## config.mk

```make
export PLATFORM = sky130hd
export DESIGN_NAME = char_writer
export DESIGN_NICKNAME = d
export VERILOG_FILES = /design/src/rtl/char_writer.sv
export SDC_FILE = /design/constraint.sdc
export NUM_CORES = 1
export LEC_CHECK = 0
export BUFFER_PORTS_ARGS = -buffer_cell sky130_fd_sc_hd__buf_2
export CORE_ASPECT_RATIO = 1.2
export CORE_MARGIN = 2
export CORE_UTILIZATION = 45
export DETAILED_ROUTE_END_ITERATION = 16
export GPL_TIMING_DRIVEN = 0
export PLACE_DENSITY = 0.62
export SLEW_MARGIN = 20
export SYNTH_ARGS = -nofsm -noshare
export SYNTH_HDL_FRONTEND = slang
export SYNTH_SLANG_ARGS = --single-unit
```

## constraint.sdc

```tcl
create_clock -name clk -period 8 [get_ports clk]
set_input_delay 1.2 -clock clk [delete_from_list [all_inputs] [get_ports clk]]
set_output_delay 1.2 -clock clk [all_outputs]
set_load 0.02 [all_outputs]
```

## src/rtl/char_writer.sv

```systemverilog
// Character-cell text writer: turns a byte stream into writes on a COLS x ROWS
// character buffer, handling cursor motion, scroll-up on the last row and form-feed clear.
module char_writer #(
  parameter int COLS       = 80,
  parameter int ROWS       = 25,
  parameter int ADDR_WIDTH = 11
) (
  input  logic                  clk,
  input  logic                  reset,
  input  logic [7:0]            data,
  input  logic                  valid,
  output logic                  ready,
  output logic [ADDR_WIDTH-1:0] buf_addr,
  output logic [7:0]            buf_din,
  output logic                  buf_write_en,
  input  logic [7:0]            buf_dout,
  output logic [6:0]            cursor_x,
  output logic [4:0]            cursor_y
);

  // Handshake: a byte moves when valid and ready are both high at a rising edge;
  // ready is high only in IDLE, and the sender holds data while ready is low.

  typedef enum logic [2:0] {
    IDLE, WRITE, SCROLL_RD, SCROLL_WR, SCROLL_FILL, CLEAR
  } state_t;

  localparam logic [ADDR_WIDTH-1:0] ROW_STRIDE = ADDR_WIDTH'(COLS);
  localparam logic [ADDR_WIDTH-1:0] LAST_COPY  = ADDR_WIDTH'((ROWS - 1) * COLS - 1);
  localparam logic [ADDR_WIDTH-1:0] FILL_BASE  = ADDR_WIDTH'((ROWS - 1) * COLS);
  localparam logic [ADDR_WIDTH-1:0] LAST_ADDR  = ADDR_WIDTH'(ROWS * COLS - 1);
  localparam logic [6:0]            LAST_COL   = 7'(COLS - 1);
  localparam logic [4:0]            LAST_ROW   = 5'(ROWS - 1);

  state_t                  state, state_n;
  logic [ADDR_WIDTH-1:0]   addr_q, addr_n;
  logic [ADDR_WIDTH-1:0]   idx_q, idx_n;
  logic [7:0]              din_q, din_n;
  logic [7:0]              code_q, code_n;
  logic                    we_q, we_n;
  logic                    copy_q, copy_n;
  logic [6:0]              x_q, x_n;
  logic [4:0]              y_q, y_n;
  logic [ADDR_WIDTH-1:0]   cur_addr;

  function automatic logic is_printable(input logic [7:0] b);
    return (b >= 8'h20) && (b <= 8'h7E);
  endfunction

  assign cur_addr = ADDR_WIDTH'(y_q) * ROW_STRIDE + ADDR_WIDTH'(x_q);

  always_ff @(posedge clk) begin
    if (reset) begin
      state  <= IDLE;
      addr_q <= '0;
      idx_q  <= '0;
      din_q  <= '0;
      code_q <= '0;
      we_q   <= 1'b0;
      copy_q <= 1'b0;
      x_q    <= '0;
      y_q    <= '0;
    end else begin
      state  <= state_n;
      addr_q <= addr_n;
      idx_q  <= idx_n;
      din_q  <= din_n;
      code_q <= code_n;
      we_q   <= we_n;
      copy_q <= copy_n;
      x_q    <= x_n;
      y_q    <= y_n;
    end
  end

  always_comb begin
    state_n = state;
    addr_n  = addr_q;
    idx_n   = idx_q;
    din_n   = din_q;
    code_n  = code_q;
    we_n    = 1'b0;
    copy_n  = 1'b0;
    x_n     = x_q;
    y_n     = y_q;
    case (state)
      IDLE: begin
        if (valid) begin
          code_n = data;
          if (is_printable(data)) begin
            state_n = WRITE;
            we_n    = 1'b1;
            addr_n  = cur_addr;
            din_n   = data;
          end else if (data == 8'h0A && y_q == LAST_ROW) begin
            state_n = SCROLL_RD;
            idx_n   = '0;
            addr_n  = ROW_STRIDE;
          end else if (data == 8'h0C) begin
            state_n = CLEAR;
            we_n    = 1'b1;
            addr_n  = '0;
            din_n   = 8'h20;
          end else begin
            // CR, LF, BS and ignored codes all spend one busy cycle in WRITE with no strobe
            state_n = WRITE;
          end
        end
      end
      WRITE: begin
        state_n = IDLE;
        if (is_printable(code_q)) begin
          if (x_q < LAST_COL) begin
            x_n = x_q + 7'd1;
          end else begin
            x_n = '0;
            if (y_q < LAST_ROW) begin
              y_n = y_q + 5'd1;
            end else begin
              state_n = SCROLL_RD;
              idx_n   = '0;
              addr_n  = ROW_STRIDE;
            end
          end
        end else if (code_q == 8'h0D) begin
          x_n = '0;
        end else if (code_q == 8'h0A) begin
          y_n = y_q + 5'd1;
        end else if (code_q == 8'h08 && x_q != 7'd0) begin
          x_n = x_q - 7'd1;
        end
      end
      SCROLL_RD: begin
        state_n = SCROLL_WR;
        addr_n  = idx_q;
        we_n    = 1'b1;
        copy_n  = 1'b1;
      end
      SCROLL_WR: begin
        if (idx_q == LAST_COPY) begin
          state_n = SCROLL_FILL;
          addr_n  = FILL_BASE;
          din_n   = 8'h20;
          we_n    = 1'b1;
        end else begin
          state_n = SCROLL_RD;
          idx_n   = idx_q + ADDR_WIDTH'(1);
          addr_n  = idx_q + ADDR_WIDTH'(1) + ROW_STRIDE;
        end
      end
      SCROLL_FILL, CLEAR: begin
        if (addr_q == LAST_ADDR) begin
          state_n = IDLE;
          if (state == CLEAR) begin
            x_n = '0;
            y_n = '0;
          end
        end else begin
          addr_n = addr_q + ADDR_WIDTH'(1);
          we_n   = 1'b1;
        end
      end
      default: state_n = IDLE;
    endcase
  end

  assign ready        = (state == IDLE);
  assign buf_addr     = addr_q;
  assign buf_write_en = we_q;
  // Read data only arrives in the SCROLL_WR cycle itself, so the copy path bypasses din_q.
  assign buf_din      = copy_q ? buf_dout : din_q;
  assign cursor_x     = x_q;
  assign cursor_y     = y_q;

endmodule

```

Word-level counts from Yosys, hierarchy flattened
Cells that the tools add are included.
{"block": "op_classes", "add_sub_neg": 7, "multipliers": 1, "div_mod_pow": 0, "magnitude_cmp": 6, "n_eq_ne": 33, "shifts": 0, "muxes": 59, "n_bitwise": 0, "n_reduce_logical": 18}
{"cell": "two-way mux 11 bit", "n": 16}
{"cell": "one-hot mux 11 bit (5 select lines)", "n": 1}
{"cell": "two-way mux 7 bit", "n": 7}
{"cell": "two-way mux 8 bit", "n": 6}
{"cell": "equality test 8 x 4 -> 1 bit, second input constant", "n": 5}
{"cell": "two-way mux 5 bit", "n": 7}
{"cell": "one-hot mux 11 bit (3 select lines)", "n": 1}
{"cell": "adder 11 x 1 -> 11 bit, second input constant", "n": 2}
{"cell": "equality test 11 bit, second input constant", "n": 2}
{"cell": "!= test 2 bit, second input constant", "n": 10}
{"cell": "two-way mux 3 bit", "n": 6}
{"cell": "greater-or-equal comparator 8 x 6 -> 1 bit, second input constant", "n": 2}
{"cell": "less-or-equal comparator 8 x 7 -> 1 bit, second input constant", "n": 2}
{"cell": "one-hot mux 8 bit (2 select lines)", "n": 1}
{"cell": "!= test 3 bit, second input constant", "n": 5}
{"cell": "one-hot mux 3 bit (5 select lines)", "n": 1}
{"cell": "one-hot mux 7 bit (2 select lines)", "n": 1}
{"cell": "AND reduction 7 bit", "n": 2}
{"cell": "adder 11 x 7 -> 11 bit", "n": 1}
{"cell": "adder 11 x 7 -> 11 bit, second input constant", "n": 1}
{"cell": "one-hot mux 5 bit (2 select lines)", "n": 1}
{"cell": "AND reduction 5 bit", "n": 2}
{"cell": "!= test 4 bit, second input constant", "n": 2}
{"cell": "AND reduction 8 bit", "n": 1}
{"cell": "24 further kinds", "n": 39}
{"block": "totals", "regBits": 55, "latch_bits": 0, "mem_bits_rw": 0, "romBits": 0, "in_bits": 19, "memories": 0}

Longest topological paths before layout
Gate-level depths: netlist of the first run.
{"block": "logic_depth", "word_depth": 7, "depth_mapped": 11, "depth_no_buf": 10}

Least setup slack after synthesis of the first run
No wires, ideal clock.
{"block": "synth_path", "path_type": "input -> register", "startpoint": "input port data[0]", "endpoint": "register addr_q[1] (netlist: buf_addr[1])", "setup_time_ns": 0.091, "arrival_time_ns": 2.644, "path_slack_ns": 5.265, "cell_stages": 6, "n_path_buf": 0, "cell_sequence": "nor4b_1 nand4_1 o21ai_0 nand4b_1 or2_1 a311oi_1"}
{"block": "synth_between", "elab_chain_cells": 6, "elab_cells_between_ends": 12}
{"element": "from (decl)", "line_no": "10", "text": "input logic [7:0] data,"}
{"element": "branches (longest 6 deep; another with greater-or-equal comparator 8 x 6 -> 1 bit)"}
{"element": "to (signal assigned)", "line_no": "65", "text": "addr_q <= addr_n;"}
{"element": "to (decl)", "line_no": "36", "text": "logic [ADDR_WIDTH-1:0] addr_q, addr_n;"}
Parallel ways; which one is timed is not known. The select of a mux whose other input is x is not followed.
A chain may end at the register's enable or synchronous reset.

Worst setup path in the final report of the first run
{"block": "layout_path", "startpoint": "register idx_q[0]", "endpoint": "register addr_q[10] (netlist: buf_addr[10])"}
{"block": "layout_between", "elab_chain_cells": 4, "elab_cells_between_ends": 5}
{"element": "from (decl)", "line_no": "37", "text": "logic [ADDR_WIDTH-1:0] idx_q, idx_n;"}
{"element": "from (signal assigned)", "line_no": "66", "text": "idx_q <= idx_n;"}
{"element": "adder 11 x 1 -> 11 bit", "line_no": "148", "text": "addr_n = idx_q + ADDR_WIDTH'(1) + ROW_STRIDE;"}
{"element": "adder 11 x 7 -> 11 bit", "line_no": "148"}
{"element": "two-way mux 11 bit (*)", "line_no": "140", "text": "if (idx_q == LAST_COPY) begin"}
{"element": "one-hot mux 11 bit (5 select lines) (*)", "line_no": "86", "text": "case (state)"}
Every way passes the cells marked *; elsewhere a longest branch is shown, timed or not.

==> impl_metrics.env, run 1 <==
export IMPL_gp_congestion=0.897
export IMPL_post_cts_buffers=0
export IMPL_nNetsFinal=597
export IMPL_peakVddDrop_mv=0.0882
export IMPL_clock_root_buffer="clkbuf_8"
export IMPL_io_buffers=51
export IMPL_comb_power_share=0.179
export IMPL_cellLeakagePower_nw=1.70
export IMPL_start_util=0.461
export IMPL_dp_hpwl_mm=8.86
export IMPL_syn_avg_cell_area_um2=7.84
export IMPL_crit_arrival_ps=3350
export IMPL_met1_usage=0.334
export IMPL_grt_overflow=0
export IMPL_die_x_um=89.3
export IMPL_p_int_mw=0.426
export IMPL_p_sw_mw=0.181
export IMPL_dieHeight_um=106
export IMPL_cap_violations=0
export IMPL_critPathRequiredTime_ps=8200
export IMPL_cts_sinks=55
export IMPL_worstHoldPathType="reg -> reg"
export IMPL_switching_share=0.298
export IMPL_drtPass1Iterations=5
export IMPL_total_power_mw=0.607
export IMPL_grt_first_pass_wirelength_mm=18.9
export IMPL_core_area_um2=8520
export IMPL_grt_max_degree=17
export IMPL_dpl_instance_area_um2=4330
export IMPL_htreeDepth=2
export IMPL_cp_end_kind="flip-flop"
export IMPL_synth_distinct_cells=67
export IMPL_cp_startpoint="idx_q[0]"
export IMPL_numCtsBuffers=5
export IMPL_initialDrtViolationCount=272
export IMPL_die_area_um2=9500
export IMPL_area_growth_syn_to_layout_pct=13.2
export IMPL_rows=37
export IMPL_cts_tree="yes"
export IMPL_min_from="din_q[1]"
export IMPL_cpPeakStageDelay_ps=540
export IMPL_synth_area_um2=3930
export IMPL_path_class="reg -> reg"
export IMPL_fin_area_um2=4450
export IMPL_tns_ps=0
export IMPL_worst_pin_slew_ps=799
export IMPL_hold_violations=0
export IMPL_syn_inst=501
export IMPL_fin_crit_ps=3140
export IMPL_clkPwrFrac=0.329
export IMPL_wire_per_inst_um=17.4
export IMPL_critPathSlowestCell="or4_1"
export IMPL_rsz0062_at_grt="no"
export IMPL_grt_usage=0.253
export IMPL_layout_drive_gt1_share=0.157
export IMPL_relSlewSlack=0.465
export IMPL_ys_ff_latch=55
export IMPL_r2r_start="idx_q[0]"
export IMPL_cts_resized=0
export IMPL_seqPwrFrac=0.492
export IMPL_yosysSeqAreaShare=0.280
export IMPL_clock_latency_ps=320
export IMPL_hold_slack_ps=459
export IMPL_clockBufferDepth=2
export IMPL_grt_busiest_layer="met2"
export IMPL_path_max_fanout=9
export IMPL_finalCritPeriodShare=0.393
export IMPL_ys_async_sr_fraction=0
export IMPL_vias=4098
export IMPL_status="complete, no violations"
export IMPL_cp_top_family="simple AND/OR/NAND/NOR gates"
export IMPL_fin_util=0.522
export IMPL_vias_per_cell=6.05
export IMPL_drc_errors=0
export IMPL_fmax_mhz=318
export IMPL_diodes=0
export IMPL_grt_pass1_vias=3792
export IMPL_grt_util_met2=0.421
export IMPL_finalSetupViolCount=0
export IMPL_drt_total_wl_mm=11.7
export IMPL_synth_edf_count=0
export IMPL_yosys_warnings=0
export IMPL_use_met3=0.0303
export IMPL_critPathBufInv=1
export IMPL_maxSlewViolCount=0
export IMPL_synthesis_nets=539
export IMPL_antenna_found_initial=0
export IMPL_crit_path_start_kind="flip-flop"
export IMPL_powerDensity_nw_per_um2=136
export IMPL_cts_hold_buf=0
export IMPL_drtAntennaViolNets=0
export IMPL_clk_pin_slew_ps=110
export IMPL_skew_ps=14.4
export IMPL_ioPinCount=52
export IMPL_synth_top_flop_cell="dfxtp_1"
export IMPL_path_cells="ha_1 > clkbuf_1 > nand3_1 > xnor2_1 > ha_1 > a2bb2oi_1 > o211ai_1 > or4_1 > nand3_1 > a41oi_1"
worst paths after layout:
kind / endpoint / slack, ps / cells past startpoint
worst min-delay path: din_q[1] / 460 / 2
worst max register to register: buf_addr[10] / 4860 / 10
worst max-delay path: buf_addr[10] / 4860 / 10
worst min register to register: din_q[1] / 460 / 2
state kept, by name, summed over array words and instances (netlist names):
name          cells
buf_addr         11
idx_q            11
code_q            8
din_q             8
cursor_x          7
cursor_y          5
state             3
buf_write_en      1
copy_q            1
through the flow:
stage	setup slack (ps)	std cells
after CTS	4900	677
after detailed placement	4690	669
final	4860	677
after global placement	4660	669
after floorplan	5270	501
after global routing	4720	677
cell type report:
class | count | area [um^2]
multi-input combinational | 405 | 2660
clock buffer | 6 | 82.6
fill | 885 | 4070
timing repair buffer | 51 | 255
buffer | 31 | 128
inverter | 10 | 37.5
sequential | 55 | 1100
clock inverter | 2 | 35.0
tap | 117 | 146
metal layers:
metal | vias up | wire length, um
li1 | 1990 | -
met1 | 1945 | 5120
met2 | 139 | 5730
met3 | 24 | 582
met4 | 0 | 315
met5 | - | 0
synthesized netlist by cell type (3+ instances only):
master / number / area share
o31ai_1: 4 / 0.0076
a31oi_1: 4 / 0.0064
nand3b_1: 4 / 0.0076
dfxtp_1: 55 / 0.28
xor2_1: 8 / 0.018
nor4_1: 5 / 0.0080
a21o_1: 3 / 0.0057
or3_1: 5 / 0.0080
nor3_1: 9 / 0.011
o211ai_1: 3 / 0.0057
inv_1: 10 / 0.0096
mux2i_1: 3 / 0.0076
a221oi_1: 6 / 0.013
mux2_2: 8 / 0.023
a211oi_1: 7 / 0.013
nand2b_1: 5 / 0.0080
nand2_1: 51 / 0.049
a22oi_1: 4 / 0.0076
a311oi_1: 6 / 0.013
nand4_1: 9 / 0.014
and3_1: 8 / 0.013
nand3_1: 29 / 0.037
nor2_1: 43 / 0.041
o21ai_0: 21 / 0.027
clkbuf_1: 22 / 0.021
a21oi_1: 55 / 0.070
ha_1: 17 / 0.054
a41oi_1: 3 / 0.0067
nor2b_1: 5 / 0.0080
xnor2_1: 18 / 0.040
and2_1: 7 / 0.011
or4_1: 6 / 0.011
and4_1: 4 / 0.0089
buf_2: 9 / 0.011
cell families after synthesis:
| logic type | share of synthesized area |
|---|---|
| AO/OA/AOI/OAI | 0.248 |
| adder cells (fa/ha/maj) | 0.0643 |
| AND/OR/NAND/NOR | 0.277 |
| flip-flops | 0.280 |
| multiplexers | 0.0306 |
| buffers and inverters | 0.0420 |
| XOR/XNOR | 0.0579 |
worst min-delay path, stage by stage (launching register included):
cell	delay [ps]
dfxtp_1	320
nand2_1	50
a21oi_1	50
placed cells by master (no fill, tap or decap), drive strengths merged, types with 6 or more instances in the layout:
master and instances:
a211oi 7, a21oi 55, a221oi 6, a311oi 8, and2 8, and3 8
buf 60, clkbuf 28, dfxtp 55, ha 17, inv 10, mux2 8
nand2 52, nand3 29, nand4 9, nor2 43, nor3 11, o21ai 21
o31ai 6, or4 6, xnor2 18, xor2 8
power by group through the flow:
| stage | Clock (mW) | Combinational, mW | Sequential (mW) |
|---|---|---|---|
| finish | 0.200 | 0.109 | 0.298 |
| global route | 0.213 | 0.121 | 0.300 |
| CTS | 0.201 | 0.108 | 0.298 |
| detailed placement | 0 | 0.107 | 0.305 |
| global placement | 0 | 0.106 | 0.304 |
| floorplan | 0 | 0.0665 | 0.309 |
Note: power is estimated with default switching activity, not from simulation.
==> inputs of run 2 (changes only) <==
ABC_AREA = 1   (was unset)
PLACE_DENSITY = 0.64   (was 0.62)
clock period = 2.6 ns   (was 8 ns; I/O delays follow)
==> run 2 against run 1 <==
Against the previous run: cell area up 3.0%; synthesized cell count up 27%; non-clock buffer count down 15; maximum frequency up 36%; setup slack worse by 4600 ps; count of clock-buffer cells in the layout down 1; synthesized area up 4.0%; first-iteration DRC count down 4.0%.
==> impl_metrics.env, run 2 <==
export IMPL_critPathSlowestCell="dfxtp_1"
export IMPL_layout_drive_gt1_share=0.154
export IMPL_grt_pass1_vias=3966
export IMPL_rows=38
export IMPL_cts_resized=0
export IMPL_die_area_um2=9860
export IMPL_htreeDepth=2
export IMPL_dp_hpwl_mm=9.17
export IMPL_numCtsBuffers=5
export IMPL_cts_hold_buf=0
export IMPL_dieHeight_um=108
export IMPL_grt_usage=0.239
export IMPL_setup_ws_ps=290
export IMPL_path_cells="ha_1 > ha_1 > inv_1 > fa_1 > xnor2_1 > o21bai_1 > nand2_1 > a21oi_1 > nor2_1 > nand3_1 > nand2_1 > inv_1"
export IMPL_critPathRequiredTime_ps=2880
export IMPL_synth_top_flop_cell="dfxtp_1"
export IMPL_clk_pin_slew_ps=110
export IMPL_clock_root_buffer="clkbuf_8"
export IMPL_path_max_fanout=8
export IMPL_initialDrtViolationCount=261
export IMPL_gp_congestion=0.924
export IMPL_nNetsFinal=732
export IMPL_cpPeakStageDelay_ps=560
export IMPL_grt_max_degree=20
export IMPL_antenna_found_initial=0
export IMPL_synth_area_mux_share=0
export IMPL_synth_area_um2=4090
export IMPL_hold_violations=0
export IMPL_synth_distinct_cells=43
export IMPL_pre_cts_slack_ps=313
export IMPL_finalSetupViolCount=0
export IMPL_drtAntennaViolNets=0
export IMPL_synth_xor_area_frac=0.0429
export IMPL_area_growth_syn_to_layout_pct=12.2
export IMPL_relSlewSlack=0.519
export IMPL_maxSlewViolCount=0
export IMPL_worstHoldPathType="in -> reg"
export IMPL_synthTopCellsByCount="nand2_1, nor2_1, inv_1"
export IMPL_die_x_um=91.0
export IMPL_grt_overflow=0
export IMPL_path_class="reg -> reg"
export IMPL_final_common_cell="nand2_1"
export IMPL_critPathBufInv=2
export IMPL_core_area_um2=8940
export IMPL_io_buffers=50
export IMPL_ys_ff_latch=55
export IMPL_cts_tree="yes"
export IMPL_wire_per_inst_um=14.2
export IMPL_cp_top_family="adder cells"
export IMPL_rsz0062_at_grt="no"
export IMPL_vias_per_cell=5.32
export IMPL_tns_ps=0
export IMPL_yosys_warnings=0
export IMPL_post_cts_buffers=0
export IMPL_diodes=0
export IMPL_finalCritPeriodShare=0.889
export IMPL_yosysSeqAreaShare=0.269
export IMPL_cp_end_kind="flip-flop"
export IMPL_clock_latency_ps=340
export IMPL_drt_total_wl_mm=11.6
export IMPL_ys_async_sr_fraction=0
export IMPL_syn_inst=637
export IMPL_mostFrequentLayoutCells="nand2_1, nor2_1, inv_1"
export IMPL_grt_first_pass_wirelength_mm=19.0
export IMPL_synth_most_common_cell="nand2_1"
export IMPL_synth_edf_count=0
export IMPL_synthSimpleGateAreaFrac=0.343
export IMPL_yosys_area_top_type="dfxtp_1"
export IMPL_ioPinCount=52
export IMPL_drtPass1Iterations=5
export IMPL_clockBufferDepth=2
export IMPL_skew_ps=18.3
export IMPL_synth_compound_area_share=0.186
export IMPL_synthAdderAreaFrac=0.0618
export IMPL_synthesis_nets=675
export IMPL_start_util=0.457
export IMPL_ys_top_cells_by_area="dfxtp_1, nand2_1, nor2_1"
export IMPL_synth_top_family_by_area="simple AND/OR/NAND/NOR gates"
export IMPL_powerDensity_nw_per_um2=493
export IMPL_cellLeakagePower_nw=1.98
export IMPL_fmax_mhz=433
export IMPL_drc_errors=0
export IMPL_peakVddDrop_mv=0.332
export IMPL_cap_violations=0
export IMPL_crit_arrival_ps=2590
export IMPL_status="complete, no violations"
export IMPL_syn_avg_cell_area_um2=6.42
export IMPL_synth_top_area_frac=0.269
export IMPL_fin_crit_ps=2310
export IMPL_cts_sinks=55
export IMPL_vias=4335
export IMPL_worst_pin_slew_ps=722
export IMPL_crit_path_start_kind="flip-flop"
[run 2: changes by cell type in the layout (fill, tap and decap cells not counted), moves of 14 or more]
cell / change
xnor2_1: -14
nor2_1: +30
clkbuf_1: -14
o21ai_0: +33
nand3_1: +19
inv_1: +59
nand2_1: +88
[run 2: path summary, 6_finish.rpt]
path	from	to	slack (ps)	cells past startpoint
min reg2reg	din_q[7]	din_q[7]	450	2
max	cursor_y[2]	buf_addr[9]	290	12
max reg2reg	cursor_y[2]	buf_addr[9]	290	12
min	valid	code_q[4]	360	3
[run 2: per-layer routing]
layer	vias to the layer above	wire, um	track usage
met5	-	0	0
met4	0	254	0.0714
met3	20	410	0.0293
met2	109	5700	0.437
met1	1990	5210	0.295
li1	2216	-	-
[run 2: metrics by stage]
step           power, mW  hold slack, ps   util  instances  instance area, um^2
6_report            2.26             361  0.513        815                 4580
5_1_grt             2.39             364  0.513        815                 4580
4_1_cts             2.26             360  0.513        815                 4580
3_5_place_dp        1.74             434  0.502        807                 4490
3_3_place_gp        1.73             429  0.502        807                 4490
2_1_floorplan       1.52             417      -        637                 4090
[run 2: logic make-up after synthesis]
group | after synthesis
AND/OR/NAND/NOR | 311
adder cells (fa/ha/maj) | 19
XOR/XNOR | 20
AO/OA/AOI/OAI | 137
flip-flops | 55
buffers and inverters | 95
[run 2: report_power, final]
part	total (mW)	internal, mW	switching [mW]
Clock	0.536	0.201	0.335
Sequential	0.998	0.917	0.0800
Combinational	0.728	0.256	0.472
Total	2.26	1.37	0.887
[run 2: final cells by class]
class | instances | area, um^2
fillers | 998 | 4360
inverters | 78 | 293
clock inverters | 3 | 27.5
plain buffers | 17 | 103
repair buffers | 50 | 250
multi-input cells | 487 | 2590
well taps | 120 | 150
clock buffers | 5 | 68.8
flip-flops and latches | 55 | 1100
[run 2: worst min-delay path, delay by kind of cell]
kind	cells	cell delay, ps
AOI/OAI and AO/OA	1	60
buffers and inverters	1	110
and+or+nand+nor	1	90
==> inputs of run 3 (changes only) <==
ABC_AREA = unset   (was 1)
==> run 3 against run 2 <==
Against the previous run: setup slack got worse by 200 ps; global-route usage rose by 1.9 points; non-clock buffer count rose by 17; core utilization rose by 2.5 points; critical path type unchanged; flip-flop and latch count did not move; total power fell by 21%; via count fell by 5.0%.
==> impl_metrics.env, run 3 (synthesis gave the netlist of run 1 again) <==
export IMPL_drc_errors=0
export IMPL_cp_startpoint="cursor_y[1]"
export IMPL_critPathSlowestCell="fa_2"
export IMPL_cts_tree="yes"
export IMPL_io_buffers=51
export IMPL_wl_met1_mm=5.19
export IMPL_rows=37
export IMPL_final_common_cell="buf_2"
export IMPL_grt_first_pass_wirelength_mm=19.6
export IMPL_routed_top_layer="met4"
export IMPL_layout_drive_gt1_share=0.201
export IMPL_relSlewSlack=0.481
export IMPL_clock_root_buffer="clkbuf_8"
export IMPL_gp_congestion=0.919
export IMPL_drtAntennaViolNets=0
export IMPL_total_power_mw=1.79
export IMPL_clockBufferDepth=2
export IMPL_cpPeakStageDelay_ps=480
export IMPL_vias_per_cell=6.06
export IMPL_clock_latency_ps=310
export IMPL_die_x_um=89.3
export IMPL_initialDrtViolationCount=173
export IMPL_crit_path_start_kind="flip-flop"
export IMPL_crit_top_cell="ha_1"
export IMPL_min_path_cells=3
export IMPL_htreeDepth=2
export IMPL_mostFrequentLayoutCells="buf_2, a21oi_1, nand2_1"
export IMPL_drt_total_wl_mm=12.0
export IMPL_finalCritPeriodShare=0.966
export IMPL_fin_crit_ps=2510
export IMPL_r2r_slack_ps=90
export IMPL_met2_length_mm=6.14
export IMPL_dpl_instance_area_um2=4330
export IMPL_start_util=0.461
export IMPL_grt_overflow=0
export IMPL_numCtsBuffers=5
export IMPL_met3WireLength_um=466
export IMPL_worstHoldPathType="in -> reg"
export IMPL_wire_per_inst_um=17.7
export IMPL_core_area_um2=8520
export IMPL_diodes=0
export IMPL_vias=4118
export IMPL_pre_cts_slack_ps=-450
export IMPL_fin_area_um2=4580
export IMPL_antenna_found_initial=0
export IMPL_r2r_end="buf_addr[9]"
export IMPL_r2r_start="cursor_y[1]"
export IMPL_path_class="reg -> reg"
export IMPL_rsz0062_at_grt="yes"
export IMPL_stdcell_count=679
export IMPL_setup_ws_ps=88.7
export IMPL_path_cells="ha_1 > ha_1 > inv_1 > fa_2 > nor3b_1 > xor2_1 > a21oi_1 > a311oi_1"
export IMPL_ioPinCount=52
export IMPL_cts_hold_buf=0
export IMPL_dp_hpwl_mm=8.88
export IMPL_finalSetupViolCount=0
export IMPL_place_inst=669
export IMPL_peakVddDrop_mv=0.214
export IMPL_fin_util=0.537
export IMPL_die_area_um2=9500
export IMPL_powerDensity_nw_per_um2=391
export IMPL_critPathRequiredTime_ps=2820
export IMPL_clk_pin_slew_ps=100
export IMPL_grt_pass1_vias=3923
export IMPL_cellLeakagePower_nw=1.76
export IMPL_hold_violations=0
export IMPL_status="complete, no violations"
export IMPL_grt_usage=0.258
export IMPL_crit_arrival_ps=2730
export IMPL_cap_violations=0
export IMPL_fmax_mhz=398
export IMPL_path_max_fanout=7
export IMPL_cts_sinks=55
export IMPL_area_growth_syn_to_layout_pct=16.5
export IMPL_tns_ps=0
export IMPL_grt_max_degree=16
export IMPL_dieHeight_um=106
export IMPL_worst_pin_slew_ps=775
export IMPL_maxSlewViolCount=0
export IMPL_min_from="data[7]"
export IMPL_skew_ps=14.3
export IMPL_cp_end_kind="flip-flop"
export IMPL_drtPass1Iterations=5
export IMPL_hold_slack_ps=364
export IMPL_rr_worst_depth=8
export IMPL_nNetsFinal=599
export IMPL_whs_endpoint="code_q[7]"
-- run 3: changes by cell type in the layout (fill, tap and decap cells not counted), sizes merged, moves of 8 or more --
cell and delta:
mux2 +8, and3 +8, nor2 -38, xnor2 +14
inv -69, xor2 -8, nand2 -94, a311oi +8
o21ai -39, clkbuf +17, nand3 -23
-- run 3: critical path, delay by kind of cell, from the launching register on --
kind	cells	cell delay (ps)
flip-flops	1	390
XOR/XNOR	1	250
adder cells (fa/ha/maj)	3	1010
buffers and inverters	1	80
AND/OR/NAND/NOR	1	310
AO/OA/AOI/OAI	2	400
-- run 3: cell type report --
cell class | count | area, um^2
fill | 870 | 3940
inverter | 10 | 37.5
clock buffer | 8 | 100
buffer | 30 | 134
timing repair buffer | 54 | 278
tap | 117 | 146
multi-input combinational | 405 | 2770
sequential | 55 | 1120
-- run 3: repair_timing --
action | CTS | global route
buffers inserted | 1 | 2
pin swaps | 2 | 4
resized for setup | 15 | 22
setup endpoints to repair | 22 | 19
endpoints found under the hold margin | 0 | 0
-- run 3: per-layer routing --
layer  track usage  vias up
li1              -     1991
met1         0.350     1987
met2         0.426      126
met3        0.0264       14
met4        0.0800        0
met5             0        -
-- run 3: power by group --
part	switching, mW	internal (mW)	leakage, nW
Clock	0.286	0.244	0.0515
Sequential	0.0438	0.874	0.451
Combinational	0.215	0.126	1.26
-- run 3: how the worst max path moves through the flow --
stage	slack (ps)	to	depth (start not counted)
6_report	90	buf_addr[9]	8
5_1_grt	-80	buf_addr[10]	11
4_1_cts	8	buf_addr[10]	10
3_5_place_dp	-450	buf_addr[10]	10
3_3_place_gp	-390	buf_addr[10]	11
2_1_floorplan	30	buf_addr[10]	9
